<file path="config.mk">
export PLATFORM = sky130hd
export DESIGN_NAME = id_hazard_scoreboard
export DESIGN_NICKNAME = d
export VERILOG_FILES = /design/src/rtl/id_hazard_scoreboard.sv
export SDC_FILE = /design/constraint.sdc
export NUM_CORES = 1
export LEC_CHECK = 0
export ABC_CLOCK_PERIOD_IN_PS = 11000
export CAP_MARGIN = 20
export CORE_MARGIN = 2
export CORE_UTILIZATION = 55
export DETAILED_ROUTE_END_ITERATION = 10
export PLACE_DENSITY = 0.76
export RECOVER_POWER = 50
export SYNTH_ARGS = -nofsm -noshare
export SYNTH_HDL_FRONTEND = slang
export SYNTH_SLANG_ARGS = --single-unit
</file>
<file path="constraint.sdc">
create_clock -name clk -period 11 [get_ports clk]
set_clock_uncertainty 0.1 [all_clocks]
set_input_delay 2.2 -clock clk [delete_from_list [all_inputs] [get_ports clk]]
set_output_delay 2.2 -clock clk [all_outputs]
set_load 0.005 [all_outputs]
</file>
<file path="src/rtl/id_hazard_scoreboard.sv">
// ---------------------------------------------------------------------------
// id_hazard_scoreboard
//
// Decode-stage hazard unit for an in-order pipeline. It combines two sources
// of read-after-write / write-after-write hazards:
//   * bypass-network checks against the EX, MEM and WB destination registers
//     (forwarding selects or load-use stalls), and
//   * a per-register scoreboard for long-latency ops (mul/div). Each register
//     has a countdown that keeps it busy for the op's latency after issue.
//
// Ports
//   clk, reset                 single clock, asynchronous active-high reset
//   rs_addr_i / rs_used_i      decode source addresses (port j at
//                              [j*REG_ADDR_W +: REG_ADDR_W]) and read flags
//   issue_valid_i              instruction present in ID
//   issue_rd_addr_i/_rd_wr_i   ID destination and its write enable
//   issue_long_i/_lat_i        ID op is long-latency and its latency
//   ex_* / mem_* / wb_*        downstream destination info (EX also: is load)
//   flush_i                    ID instruction squashed this cycle
//   stall_o                    hold IF/ID, bubble into EX (combinational)
//   fwd_sel_o                  per port: 00 regfile, 01 EX, 10 MEM, 11 WB
//   busy_o                     scoreboard busy bit per register
//   stall_cnt_o                saturating count of stalled cycles
// ---------------------------------------------------------------------------
`timescale 1ns/1ps
module id_hazard_scoreboard #(
  parameter int NUM_RD     = 2,
  parameter int REG_ADDR_W = 5,
  parameter int LAT_W      = 4,
  parameter int FWD_EN     = 1
) (
  input  logic                         clk,
  input  logic                         reset,
  input  logic [NUM_RD*REG_ADDR_W-1:0] rs_addr_i,
  input  logic [NUM_RD-1:0]            rs_used_i,
  input  logic                         issue_valid_i,
  input  logic [REG_ADDR_W-1:0]        issue_rd_addr_i,
  input  logic                         issue_rd_wr_i,
  input  logic                         issue_long_i,
  input  logic [LAT_W-1:0]             issue_lat_i,
  input  logic [REG_ADDR_W-1:0]        ex_rd_addr_i,
  input  logic                         ex_rd_wr_i,
  input  logic                         ex_is_load_i,
  input  logic [REG_ADDR_W-1:0]        mem_rd_addr_i,
  input  logic                         mem_rd_wr_i,
  input  logic [REG_ADDR_W-1:0]        wb_rd_addr_i,
  input  logic                         wb_rd_wr_i,
  input  logic                         flush_i,
  output logic                         stall_o,
  output logic [NUM_RD*2-1:0]          fwd_sel_o,
  output logic [(2**REG_ADDR_W)-1:0]   busy_o,
  output logic [15:0]                  stall_cnt_o
);

  localparam int NUM_REGS = 2**REG_ADDR_W;

  // A stage can feed a source only if it really writes a non-x0 register
  // that equals the source address.
  function automatic logic stage_match(input logic                  wr,
                                       input logic [REG_ADDR_W-1:0] st_addr,
                                       input logic [REG_ADDR_W-1:0] src_addr);
    return wr && (st_addr != {REG_ADDR_W{1'b0}}) && (st_addr == src_addr);
  endfunction

  logic [NUM_REGS-1:0][LAT_W-1:0] cnt_r;
  logic [NUM_REGS-1:0]            busy_r;
  logic [15:0]                    stall_cnt_r;

  logic [REG_ADDR_W-1:0] port_addr_s [NUM_RD];
  logic [NUM_RD-1:0]     port_act_s;
  logic [NUM_RD-1:0]     ex_m_s;
  logic [NUM_RD-1:0]     mem_m_s;
  logic [NUM_RD-1:0]     wb_m_s;
  logic [NUM_RD-1:0]     sb_haz_s;
  logic [NUM_RD-1:0]     raw_haz_s;
  logic [NUM_RD*2-1:0]   fwd_s;
  logic                  waw_haz_s;
  logic                  stall_s;
  logic                  accept_s;
  logic                  load_en_s;
  logic [LAT_W-1:0]      load_val_s;

  // Per-port decode: activity, stage matches and per-port hazard terms.
  always_comb begin
    for (int j = 0; j < NUM_RD; j++) begin
      port_addr_s[j] = rs_addr_i[j*REG_ADDR_W +: REG_ADDR_W];
      port_act_s[j]  = rs_used_i[j] && (port_addr_s[j] != {REG_ADDR_W{1'b0}});
      ex_m_s[j]      = stage_match(ex_rd_wr_i,  ex_rd_addr_i,  port_addr_s[j]);
      mem_m_s[j]     = stage_match(mem_rd_wr_i, mem_rd_addr_i, port_addr_s[j]);
      wb_m_s[j]      = stage_match(wb_rd_wr_i,  wb_rd_addr_i,  port_addr_s[j]);
      sb_haz_s[j]    = port_act_s[j] && busy_r[port_addr_s[j]];
      // With forwarding only a load in EX is too late to bypass; without it
      // every in-flight producer must drain through the register file.
      raw_haz_s[j]   = (FWD_EN != 0)
                     ? (port_act_s[j] && ex_m_s[j] && ex_is_load_i)
                     : (port_act_s[j] && (ex_m_s[j] || mem_m_s[j] || wb_m_s[j]));
    end
  end

  // Forwarding mux selects, youngest producer wins.
  always_comb begin
    fwd_s = {(NUM_RD*2){1'b0}};
    for (int j = 0; j < NUM_RD; j++) begin
      if ((FWD_EN == 0) || !port_act_s[j]) begin
        fwd_s[j*2 +: 2] = 2'b00;
      end else if (ex_m_s[j]) begin
        fwd_s[j*2 +: 2] = 2'b01;
      end else if (mem_m_s[j]) begin
        fwd_s[j*2 +: 2] = 2'b10;
      end else if (wb_m_s[j]) begin
        fwd_s[j*2 +: 2] = 2'b11;
      end else begin
        fwd_s[j*2 +: 2] = 2'b00;
      end
    end
  end

  // Stall decision, issue acceptance and scoreboard load value.
  always_comb begin
    waw_haz_s  = issue_rd_wr_i && (issue_rd_addr_i != {REG_ADDR_W{1'b0}})
               && busy_r[issue_rd_addr_i];
    stall_s    = issue_valid_i && !flush_i && ((|sb_haz_s) || (|raw_haz_s) || waw_haz_s);
    accept_s   = issue_valid_i && !stall_s && !flush_i;
    // The WAW check guarantees the target counter is idle when it is loaded.
    load_en_s  = accept_s && issue_long_i && issue_rd_wr_i
               && (issue_rd_addr_i != {REG_ADDR_W{1'b0}});
    load_val_s = (issue_lat_i == {LAT_W{1'b0}}) ? LAT_W'(1) : issue_lat_i;
  end

  // Per-register latency countdown; busy drops on the edge the count leaves 1.
  always_ff @(posedge clk or posedge reset) begin
    if (reset) begin
      cnt_r  <= {(NUM_REGS*LAT_W){1'b0}};
      busy_r <= {NUM_REGS{1'b0}};
    end else begin
      for (int r = 0; r < NUM_REGS; r++) begin
        if (load_en_s && (issue_rd_addr_i == REG_ADDR_W'(r))) begin
          cnt_r[r]  <= load_val_s;
          busy_r[r] <= 1'b1;
        end else if (cnt_r[r] != {LAT_W{1'b0}}) begin
          cnt_r[r]  <= cnt_r[r] - LAT_W'(1);
          busy_r[r] <= (cnt_r[r] != LAT_W'(1));
        end else begin
          cnt_r[r]  <= cnt_r[r];
          busy_r[r] <= 1'b0;
        end
      end
    end
  end

  // Saturating stalled-cycle counter.
  always_ff @(posedge clk or posedge reset) begin
    if (reset) begin
      stall_cnt_r <= 16'h0000;
    end else if (stall_s && (stall_cnt_r != 16'hFFFF)) begin
      stall_cnt_r <= stall_cnt_r + 16'h0001;
    end else begin
      stall_cnt_r <= stall_cnt_r;
    end
  end

  assign stall_o     = stall_s;
  assign fwd_sel_o   = fwd_s;
  assign busy_o      = busy_r;
  assign stall_cnt_o = stall_cnt_r;

endmodule

</file>
After elaboration in Yosys (flattened, before gate mapping)
Index checks and enable logic that the tools add are counted.
Widths: inputs -> output; s select.
Word-level totals
  bits in registers: 176
  input bits: 46
  output and inout bits: 53
Operators by class
  add/subtract/negate cells: 33
  $lt $le $gt $ge: 3
  equal/unequal tests: 70
  mux-type cells: 143
  reduce and logical (&&, ||, !) cells: 137
Operators with widths (count)
  $mux 4: 65
  $ne 4x1->1 const B: 32
  $reduce_bool 4->1: 32
  $sub 4x1->4 const B: 32
  $eq 5x5->1 const B: 16
  $mux 1: 67
  $reduce_bool 2->1: 32
  $logic_and 1x1->1: 59
  $eq 5x4->1 const B: 8
  $eq 5x5->1: 6
  $reduce_bool 5->1: 6
  $eq 5x3->1 const B: 4
  $lt 5x6->1 const B: 3
  $add 16x1->16 const B: 1
  $mux 2: 8
  $ne 16x16->1 const B: 1
  $bmux 1 s5: 3
  $eq 5x2->1 const B: 2
  $eq 5x1->1 const B: 1
  $logic_not 5->1: 1
  $logic_not 4->1: 1
  $reduce_or 2->1: 2
  $logic_not 1->1: 2
  $logic_or 1x1->1: 2

Logic depth before layout (Yosys ltp)
Gate-level depths: netlist (run 1).
  word-level depth: 17
  depth in mapped cells: 11
  depth with buffers taken out: 7

Worst setup path before layout (run 1)
OpenSTA, ideal clock, no wires.
  path type: input port to output port
  start: input port issue_rd_addr_i[0]
  end: output port stall_o
  arrival time: 4333 ps
  path slack: 4367 ps
  stages: 7
  buffers on the path: 2
  cell sequence: clkbuf_1 -> mux4_2 -> mux2_2 -> o311ai_1 -> nand4_4 -> clkbuf_1 -> and2_1
On the way
  word-level cells in the longest chain between the ends: 5
RTL lines
  start: declaration: RTL line 37  | input logic [REG_ADDR_W-1:0] issue_rd_addr_i,
  $bmux 1 s5 / $reduce_bool 5->1 (equally long branches): RTL line 121, 120
  $mux 1 (implied by the code) / $logic_and 1x1->1 (equally long branches): RTL line 121, 120
  $logic_and 1x1->1 (*): RTL line 121  | && busy_r[issue_rd_addr_i];
  $logic_or 1x1->1 (*): RTL line 122  | stall_s = issue_valid_i && !flush_i && ((|sb_haz_s) || (|raw_haz_s) || waw_haz_s);
  $logic_and 1x1->1 (*): RTL line 122
  end: declaration: RTL line 49  | output logic stall_o,
Every way passes the cells marked *; elsewhere a longest branch is shown, timed or not. The select of a mux whose other input is x is not followed.

Worst setup path in the final report (run 1)
Same ends and word-level chain as after synthesis.

==> flow_summary.json, run 1 <==
{
  "placed_cell_area_um2": 13000,
  "drive_above_1_share_pct": 16.3,
  "fillers": 1621,
  "rsz0062_at_grt": "no",
  "fp.dieW_um": 151,
  "worst_path_most_repeated_cell": "clkdlybuf4s50_1",
  "grt_pass1_vias": 8681,
  "worst-setup-path-type": "input port to primary output",
  "antenna_found_initial": 0,
  "syn-cell-area_um2": 11800,
  "crit_path_max_incr_delay_ns": 0.87,
  "synthArstFlopShare_pct": 100,
  "die_h_um": 151,
  "yosysWarnings": 0,
  "grt_max_degree": 103,
  "track_usage_pct": 25.0,
  "final_cell_mix": "176 x dfrtp_1, 97 x mux2_2, 97 x xnor2_1, 97 x ha_1, 78 x nor2_1",
  "worst-slew-pin-transition_ns": 4.45,
  "synth_fa_ha_area_share_pct": 10.3,
  "post_cts_buffers": 0,
  "start_util_pct": 56.1,
  "drv_cap": 1,
  "start_kind": "input port",
  "crit_chain": "clkdlybuf4s50_1 -> mux4_2 -> mux2_2 -> o311ai_1 -> nand4_4 -> and2_1 -> clkdlybuf4s50_1",
  "critical_path.slowest_cell": "clkdlybuf4s50_1",
  "cts-root-buf": "clkbuf_16",
  "dp.cells": 1450,
  "core_region_area_um2": 21100,
  "vias": 8722,
  "utilization_pct": 64.6,
  "drc": 0,
  "period_share_pct": 71.6,
  "synth_cell_types": 57,
  "drv_slew": 103,
  "violations": "max-capacitance violations, max-slew violations",
  "ys_seq_elements": 176,
  "finalWorstSetupSlack_ns": 3.13,
  "portBuffers": 98,
  "synth-seq-area-share_pct": 37.2,
  "clk_latency_ns": 0.44,
  "io_pins": 99,
  "cp.arrival_ns": 5.57,
  "area_delta_synth_final_pct": 15.2,
  "num_rows": 53,
  "netlist_instances": 1107,
  "leakage_nw": 5.94,
  "reg2reg_slack_ns": 7.62,
  "cts_tree": "built",
  "hp-class": "flip-flop to flip-flop",
  "rr_worst_depth": 7,
  "synth_compound_area_share_pct": 8.03,
  "synth.area.mux_share_pct": 17.0,
  "synth_top_family_by_area": "multiplexers",
  "viasPerCell": 5.89,
  "drt_first_pass_iters": 6,
  "relSlewSlack_pct": -198,
  "crit_required_ns": 8.70,
  "gp_congestion": 0.901,
  "cts_buffer_depth": 2,
  "tns_ns": 0,
  "crit_path_start": "issue_rd_addr_i[0]",
  "grt_pass1_wl_mm": 44.1,
  "dieArea_um2": 22700,
  "final_area_um2": 13600,
  "endpoint": "stall_o",
  "synth-main-ff-cell": "dfrtp_1",
  "rr_endpoint": "cnt_r[123]$_DFFE_PP0P_",
  "finalHoldViolCount": 0,
  "finalWirelength_mm": 27.2,
  "multi_input_area_um2": 6960,
  "ctsHtreeMaxLevel": 4,
  "crit_fanout": 19,
  "max_freq_ghz": 0.127,
  "finalPower_mw": 3.44,
  "synth_edf_count": 0,
  "syn_nets": 1250,
  "yosys.area_share.simple_pct": 15.8,
  "n_antenna_cell": 0,
  "clkSinkCount": 176,
  "place_ws_ns": 3.09,
  "holdWs_ns": 0.388,
  "cellPowerDensity_nw_per_um2": 253,
  "cts_hold_buf": 0,
  "reg2reg_from": "busy_o[26]$_DFF_PP0_",
  "ant_nets": 0,
  "final_common_cell": "dfrtp_1",
  "fin_crit_ns": 7.87,
  "clk_pin_slew_worst_paths_ns": 0.07,
  "place_hpwl_mm": 19.1,
  "drtIter0Drc": 547,
  "fin_cells": 1482,
  "layout.nets": 1337,
  "synth-xor-area-share_pct": 7.77,
  "end_kind": "primary output",
  "status": "finished with violations",
  "wl_per_cell_um": 18.3,
  "final-setup-viol-count": 0,
  "cts-resized-gates": 0,
  "synth_area_per_cell_um2": 10.7,
  "cts-buffers-inserted": 17,
  "peakVddDrop_mv": 0.128,
  "seqCellArea_um2": 4400,
  "grt_overflow": 0
}
cell families (layout without fill, tap and decap cells):
group / count (synthesis) / count (layout)
xor+xnor: 105 / 105
compound gates: 145 / 145
fa+ha+maj: 97 / 97
buf+inv: 107 / 207
mux: 160 / 160
simple gates: 317 / 317
flops: 176 / 176
synth_stat cells, types with 2 or more instances:
master / count / share of area [%]
o211ai_1: 29 / 1.8
mux2i_1: 40 / 3.4
ha_1: 97 / 10
nand2_1: 48 / 1.5
dfrtp_1: 176 / 37
nor2b_1: 5 / 0.26
nand2b_1: 5 / 0.26
nor4_1: 6 / 0.32
clkbuf_1: 19 / 0.60
and4_1: 2 / 0.15
xnor2_1: 97 / 7.2
and2_1: 6 / 0.32
or3_1: 31 / 1.6
nor4_4: 8 / 1.4
buf_1: 2 / 0.063
mux2_2: 97 / 9.2
and3_1: 7 / 0.37
nor3_1: 42 / 1.8
nand3_4: 4 / 0.59
nand3b_1: 4 / 0.25
nand4_1: 12 / 0.63
nor3_2: 2 / 0.17
o221ai_1: 2 / 0.15
xor2_1: 8 / 0.59
inv_1: 71 / 2.3
buf_6: 5 / 0.48
buf_4: 2 / 0.13
mux4_2: 20 / 3.8
a21o_1: 31 / 2.0
mux4_1: 2 / 0.44
a21oi_1: 61 / 2.6
nand3_1: 25 / 1.1
o21ai_0: 11 / 0.47
nor2_1: 79 / 2.5
or4_1: 8 / 0.51
buf_2: 6 / 0.25
nand3_2: 17 / 1.4
cell type report:
cell class / instances / share of cell area (%)
clock buffers: 20 / 3.35
clock inverters: 12 / 1.25
inverters: 71 / 1.96
multi-input cells: 824 / 51.1
flip-flops and latches: 176 / 32.3
well taps: 275 / 2.52
repair buffers: 104 / 7.53
worst max-delay path, delay by kind of cell:
kind                   cells  cell delay [ns]
multiplexers               2             0.86
AND/OR/NAND/NOR            2             0.72
AO/OA/AOI/OAI              1             0.48
buffers and inverters      2             1.30
routing by layer:
layer / vias to the layer above / GRT usage, % / wire length [um]
met2: 262 / 42.4 / 13100
met3: 67 / 5.45 / 1670
met4: 0 / 8.69 / 738
li1: 4106 / - / -
met1: 4287 / 31.6 / 11700
met5: - / 0 / 0
sequential cells by signal, indices dropped and copies added (netlist names):
| register | cells |
|---|---|
| busy_o | 32 |
| cnt_r | 128 |
| stall_cnt_o | 16 |
how the worst min path moves through the flow:
stage | startpoint | endpoint | depth (start not counted)
after floorplan | cnt_r[10]$_DFFE_PP0P_ | busy_o[2]$_DFF_PP0_ | 1
final | cnt_r[10]$_DFFE_PP0P_ | busy_o[2]$_DFF_PP0_ | 1
after CTS | cnt_r[10]$_DFFE_PP0P_ | busy_o[2]$_DFF_PP0_ | 1
after global placement | cnt_r[10]$_DFFE_PP0P_ | busy_o[2]$_DFF_PP0_ | 1
after detailed placement | cnt_r[10]$_DFFE_PP0P_ | busy_o[2]$_DFF_PP0_ | 1
after global routing | stall_cnt_o[11]$_DFFE_PP0P_ | stall_cnt_o[11]$_DFFE_PP0P_ | 1
where the power goes:
group / leakage, nW / total [mW] / switching (mW) / internal (mW)
Sequential: 2.07 / 1.23 / 0.283 / 0.942
Clock: 0.310 / 0.650 / 0.274 / 0.376
Combinational: 3.56 / 1.57 / 0.716 / 0.851
(Power assumes the default switching activity.)
==> inputs of run 2 (changes only) <==
ABC_CLOCK_PERIOD_IN_PS = 8000   (was 11000)
clock period = 8 ns   (was 11 ns; I/O delays follow)
==> run 2 against run 1 <==
Net effect:
- the flow still finishes with violations (max-capacitance violations, max-slew violations)
- setup slack got worse by 1.8 ns
- combinational power rose by 37%
- clock-buffer cell count fell by 1
- flip-flop and latch count did not move
- highest routed layer unchanged
==> flow_summary.json, run 2 (synthesized netlist as in run 1, its figures left out) <==
{
  "status": "finished with violations",
  "violations": "max-capacitance violations, max-slew violations",
  "cp.arrival_ns": 4.98,
  "worst-setup-path-type": "input port to primary output",
  "clkSinkCount": 176,
  "portBuffers": 98,
  "crit_fanout": 19,
  "peakVddDrop_mv": 0.166,
  "layout.nets": 1338,
  "dieArea_um2": 22700,
  "period_share_pct": 83.5,
  "max_freq_ghz": 0.150,
  "grt_max_degree": 69,
  "antenna_found_initial": 1,
  "fin_cells": 1484,
  "utilization_pct": 64.6,
  "leakage_nw": 5.94,
  "final_common_cell": "dfrtp_1",
  "gp_congestion": 0.910,
  "end_kind": "primary output",
  "start_kind": "input port",
  "worst-slew-pin-transition_ns": 2.93,
  "final_area_um2": 13600,
  "fp.dieW_um": 151,
  "rsz0062_at_grt": "no",
  "clk_pin_slew_worst_paths_ns": 0.07,
  "drt_first_pass_iters": 5,
  "io_pins": 99,
  "place_hpwl_mm": 19.2,
  "finalWirelength_mm": 27.1,
  "drc": 0,
  "cts-resized-gates": 0,
  "dp.cells": 1451,
  "cts-root-buf": "clkbuf_16",
  "grt_pass1_wl_mm": 43.4,
  "crit_required_ns": 6.30,
  "cts_tree": "built",
  "grt_pass1_vias": 8672,
  "tns_ns": 0,
  "drv_slew": 181,
  "placed_cell_area_um2": 13000,
  "vias": 8713,
  "viasPerCell": 5.87,
  "relSlewSlack_pct": -96.5,
  "ant_nets": 0,
  "cts-buffers-inserted": 17,
  "ctsHtreeMaxLevel": 4,
  "wl_per_cell_um": 18.3,
  "drive_above_1_share_pct": 16.2,
  "final-setup-viol-count": 0,
  "cts_hold_buf": 0,
  "num_rows": 53,
  "start_util_pct": 56.1,
  "cts_buffer_depth": 2,
  "clk_latency_ns": 0.44,
  "finalHoldViolCount": 0,
  "regMostFlops": "cnt_r",
  "drv_cap": 3,
  "track_usage_pct": 24.7,
  "area_delta_synth_final_pct": 15.1,
  "drtIter0Drc": 532,
  "final_cell_mix": "176 x dfrtp_1, 97 x mux2_2, 97 x xnor2_1, 97 x ha_1, 78 x nor2_1",
  "grt_overflow": 0,
  "core_region_area_um2": 21100,
  "fin_crit_ns": 6.68,
  "cellPowerDensity_nw_per_um2": 346,
  "largest_reg_flops": 128,
  "hp-class": "flip-flop to flip-flop",
  "fillers": 1664,
  "die_h_um": 151,
  "post_cts_buffers": 0
}
## run 2: per-stage QoR
stage / setup slack [ns] / hold slack (ns) / total power, mW
after global routing: 1.09 / 0.403 / 5.10
final: 1.32 / 0.375 / 4.71
after CTS: 1.33 / 0.379 / 4.74
after detailed placement: 1.33 / 0.363 / 3.85
after floorplan: 1.53 / 0.340 / 3.31
after global placement: 1.38 / 0.362 / 3.74
## run 2: area by class of cell
class	instances	area (um^2)	area share, %
flip-flops and latches	176	4400	32.3
multi-input cells	824	6960	51.1
diodes	1	2.50	0.0184
inverters	71	268	1.97
clock inverters	13	175	1.29
clock buffers	19	433	3.18
repair buffers	105	1030	7.55
well taps	275	344	2.53
## run 2: metal layers
metal | global-route usage (%) | vias up | routed length [um]
li1 | - | 4107 | -
met1 | 31.0 | 4271 | 11500
met2 | 42.2 | 273 | 13100
met3 | 4.91 | 62 | 1680
met4 | 9.30 | 0 | 776
met5 | 0 | - | 0
## run 2: worst max-delay path: stages
cell and delay [ns]:
clkdlybuf4s50_1 0.85, mux4_2 0.58, mux2_2 0.28, o311ai_1 0.47, nand4_4 0.44, and2_1 0.31
clkdlybuf4s50_1 0.43
## run 2: power by group
part	internal, mW	switching, mW	total, mW
registers	1.30	0.393	1.69
logic	1.18	0.972	2.15
clock network	0.498	0.375	0.874
total	2.97	1.74	4.71
## run 2: final timing paths
kind                                     endpoint  slack, ns                  start  cells after the start
setup reg to reg           cnt_r[123]$_DFFE_PP0P_       4.14   busy_o[25]$_DFF_PP0_                      6
hold / removal                busy_o[2]$_DFF_PP0_       0.37  cnt_r[10]$_DFFE_PP0P_                      1
hold reg to reg               busy_o[2]$_DFF_PP0_       0.37  cnt_r[10]$_DFFE_PP0P_                      1
setup / recovery                          stall_o       1.32     issue_rd_addr_i[0]                      7
max in group asynchronous   cnt_r[33]$_DFFE_PP0P_       2.15                  reset                      3
min in group asynchronous    cnt_r[0]$_DFFE_PP0P_       2.35                  reset                      2
==> inputs of run 3 (changes only) <==
ABC_CLOCK_PERIOD_IN_PS = 5740   (was 8000)
CORE_UTILIZATION = 54   (was 55)
PLACE_DENSITY = 0.78   (was 0.76)
clock period = 5.74 ns   (was 8 ns; I/O delays follow)
==> run 3 against run 2 <==
Net effect:
- the run still ends with max-capacitance violations, max-slew violations left
- non-clock buffer count rose by 6
- wire length rose by 1.3%
- design area barely moved
- via count rose by 0.80%
- global-route usage fell by 0.18 points
==> flow_summary.json, run 3 (synthesized netlist as in run 1, its figures left out) <==
{
  "status": "finished with violations",
  "violations": "max-capacitance violations, max-slew violations",
  "wl_per_cell_um": 18.4,
  "crit_path_max_incr_delay_ns": 0.82,
  "met2_wirelength_mm": 13.2,
  "post_cts_buffers": 0,
  "fin_crit_ns": 5.22,
  "ctsHtreeMaxLevel": 4,
  "crit_fanout": 14,
  "gp_congestion": 0.931,
  "cp.arrival_ns": 3.97,
  "drv_cap": 2,
  "clk_pin_slew_worst_paths_ns": 0.07,
  "drive_above_1_share_pct": 17.1,
  "final_common_cell": "dfrtp_1",
  "start_util_pct": 54.5,
  "grt_pass1_wl_mm": 45.1,
  "holdWs_ns": 0.383,
  "viasPerCell": 5.88,
  "drtIter0Drc": 461,
  "grt_overflow": 0,
  "final_cell_mix": "176 x dfrtp_1, 97 x mux2_2, 97 x xnor2_1, 97 x ha_1, 78 x nor2_1",
  "hp-class": "flip-flop to flip-flop",
  "cts-root-buf": "clkbuf_16",
  "final-setup-viol-count": 0,
  "cellPowerDensity_nw_per_um2": 480,
  "cts_hold_buf": 0,
  "fin_cells": 1494,
  "relSlewSlack_pct": -67.5,
  "drt_first_pass_iters": 5,
  "drv_slew": 178,
  "area_delta_synth_final_pct": 15.2,
  "portBuffers": 98,
  "end_kind": "primary output",
  "cts_tree": "built",
  "critical_path.slowest_cell": "clkdlybuf4s50_1",
  "vias": 8783,
  "placed_cell_area_um2": 13100,
  "finalPower_mw": 6.54,
  "antenna_found_initial": 1,
  "n_antenna_cell": 0,
  "io_pins": 99,
  "grt_pass1_vias": 8731,
  "final_area_um2": 13600,
  "die_h_um": 152,
  "finalWirelength_mm": 27.4,
  "dp.cells": 1462,
  "max_freq_ghz": 0.192,
  "dieArea_um2": 23100,
  "clkSinkCount": 176,
  "drc": 0,
  "highest_layer": "met5",
  "place_hpwl_mm": 19.2,
  "largest_reg_flops": 128,
  "grt_max_degree": 103,
  "fp.dieW_um": 152,
  "crit_required_ns": 4.49,
  "clk_latency_ns": 0.44,
  "worst-setup-path-type": "input port to primary output",
  "leakage_nw": 5.97,
  "rsz0062_at_grt": "no",
  "crit_chain": "clkdlybuf4s50_1 -> mux4_2 -> mux2_2 -> o311ai_1 -> nand4_4 -> and2_1 -> clkdlybuf4s50_1",
  "peakVddDrop_mv": 0.226,
  "cts-resized-gates": 0,
  "start_kind": "input port",
  "cts-buffers-inserted": 17,
  "met3WireLength_mm": 1.78,
  "period_share_pct": 91.0,
  "worst-slew-pin-transition_ns": 2.51,
  "ant_nets": 0,
  "worst_path_most_repeated_cell": "clkdlybuf4s50_1",
  "core_region_area_um2": 21700,
  "m1WireLength_mm": 11.5,
  "cts_buffer_depth": 2,
  "num_rows": 54,
  "finalHoldViolCount": 0,
  "track_usage_pct": 24.5,
  "tns_ns": 0,
  "layout.nets": 1344,
  "regMostFlops": "cnt_r"
}
==> run 3: metal layers <==
layer	up-vias	GRT usage (%)
li1	4119	-
met1	4302	31.8
met2	283	39.5
met3	77	6.13
met4	2	9.97
met5	-	0
==> run 3: report_power, final <==
group	switching [mW]	internal (mW)	leakage (nW)	total, mW
clock	0.517	0.630	0.272	1.15
combinational	1.37	1.65	3.63	3.02
sequential	0.565	1.81	2.07	2.37
==> run 3: final timing paths <==
check / startpoint / slack (ns) / cells after the start / to
worst max-delay path: issue_rd_addr_i[1] / 0.52 / 7 / stall_o
worst min-delay path: cnt_r[10]$_DFFE_PP0P_ / 0.38 / 1 / busy_o[2]$_DFF_PP0_
worst max register to register: busy_o[18]$_DFF_PP0_ / 2.36 / 7 / cnt_r[122]$_DFFE_PP0P_
worst min register to register: cnt_r[10]$_DFFE_PP0P_ / 0.38 / 1 / busy_o[2]$_DFF_PP0_
max in group asynchronous: reset / 2.02 / 3 / cnt_r[45]$_DFFE_PP0P_
min in group asynchronous: reset / 1.75 / 3 / cnt_r[103]$_DFFE_PP0P_
==> run 3: worst max-delay path, delay by kind of cell <==
family                 cells  cell delay [ns]
buffers and inverters      2             1.31
muxes                      2             0.67
AOI/OAI and AO/OA          1             0.49
and+or+nand+nor            2             0.35
==> run 3: final cells by class <==
class,instances,area (um^2)
multi-input cells,824,6960
clock buffers,20,457
clock inverters,12,124
inverters,71,270
well taps,280,350
flip-flops and latches,176,4400
fillers,1662,8060
repair buffers,111,1060
==> run 3: stage by stage <==
step / setup slack, ns / util, %
3_3_place_gp: 0.568 / 60.2
4_1_cts: 0.548 / 62.9
3_5_place_dp: 0.558 / 60.2
5_1_grt: 0.385 / 62.8
2_1_floorplan: 1.21 / -
6_report: 0.518 / 62.8
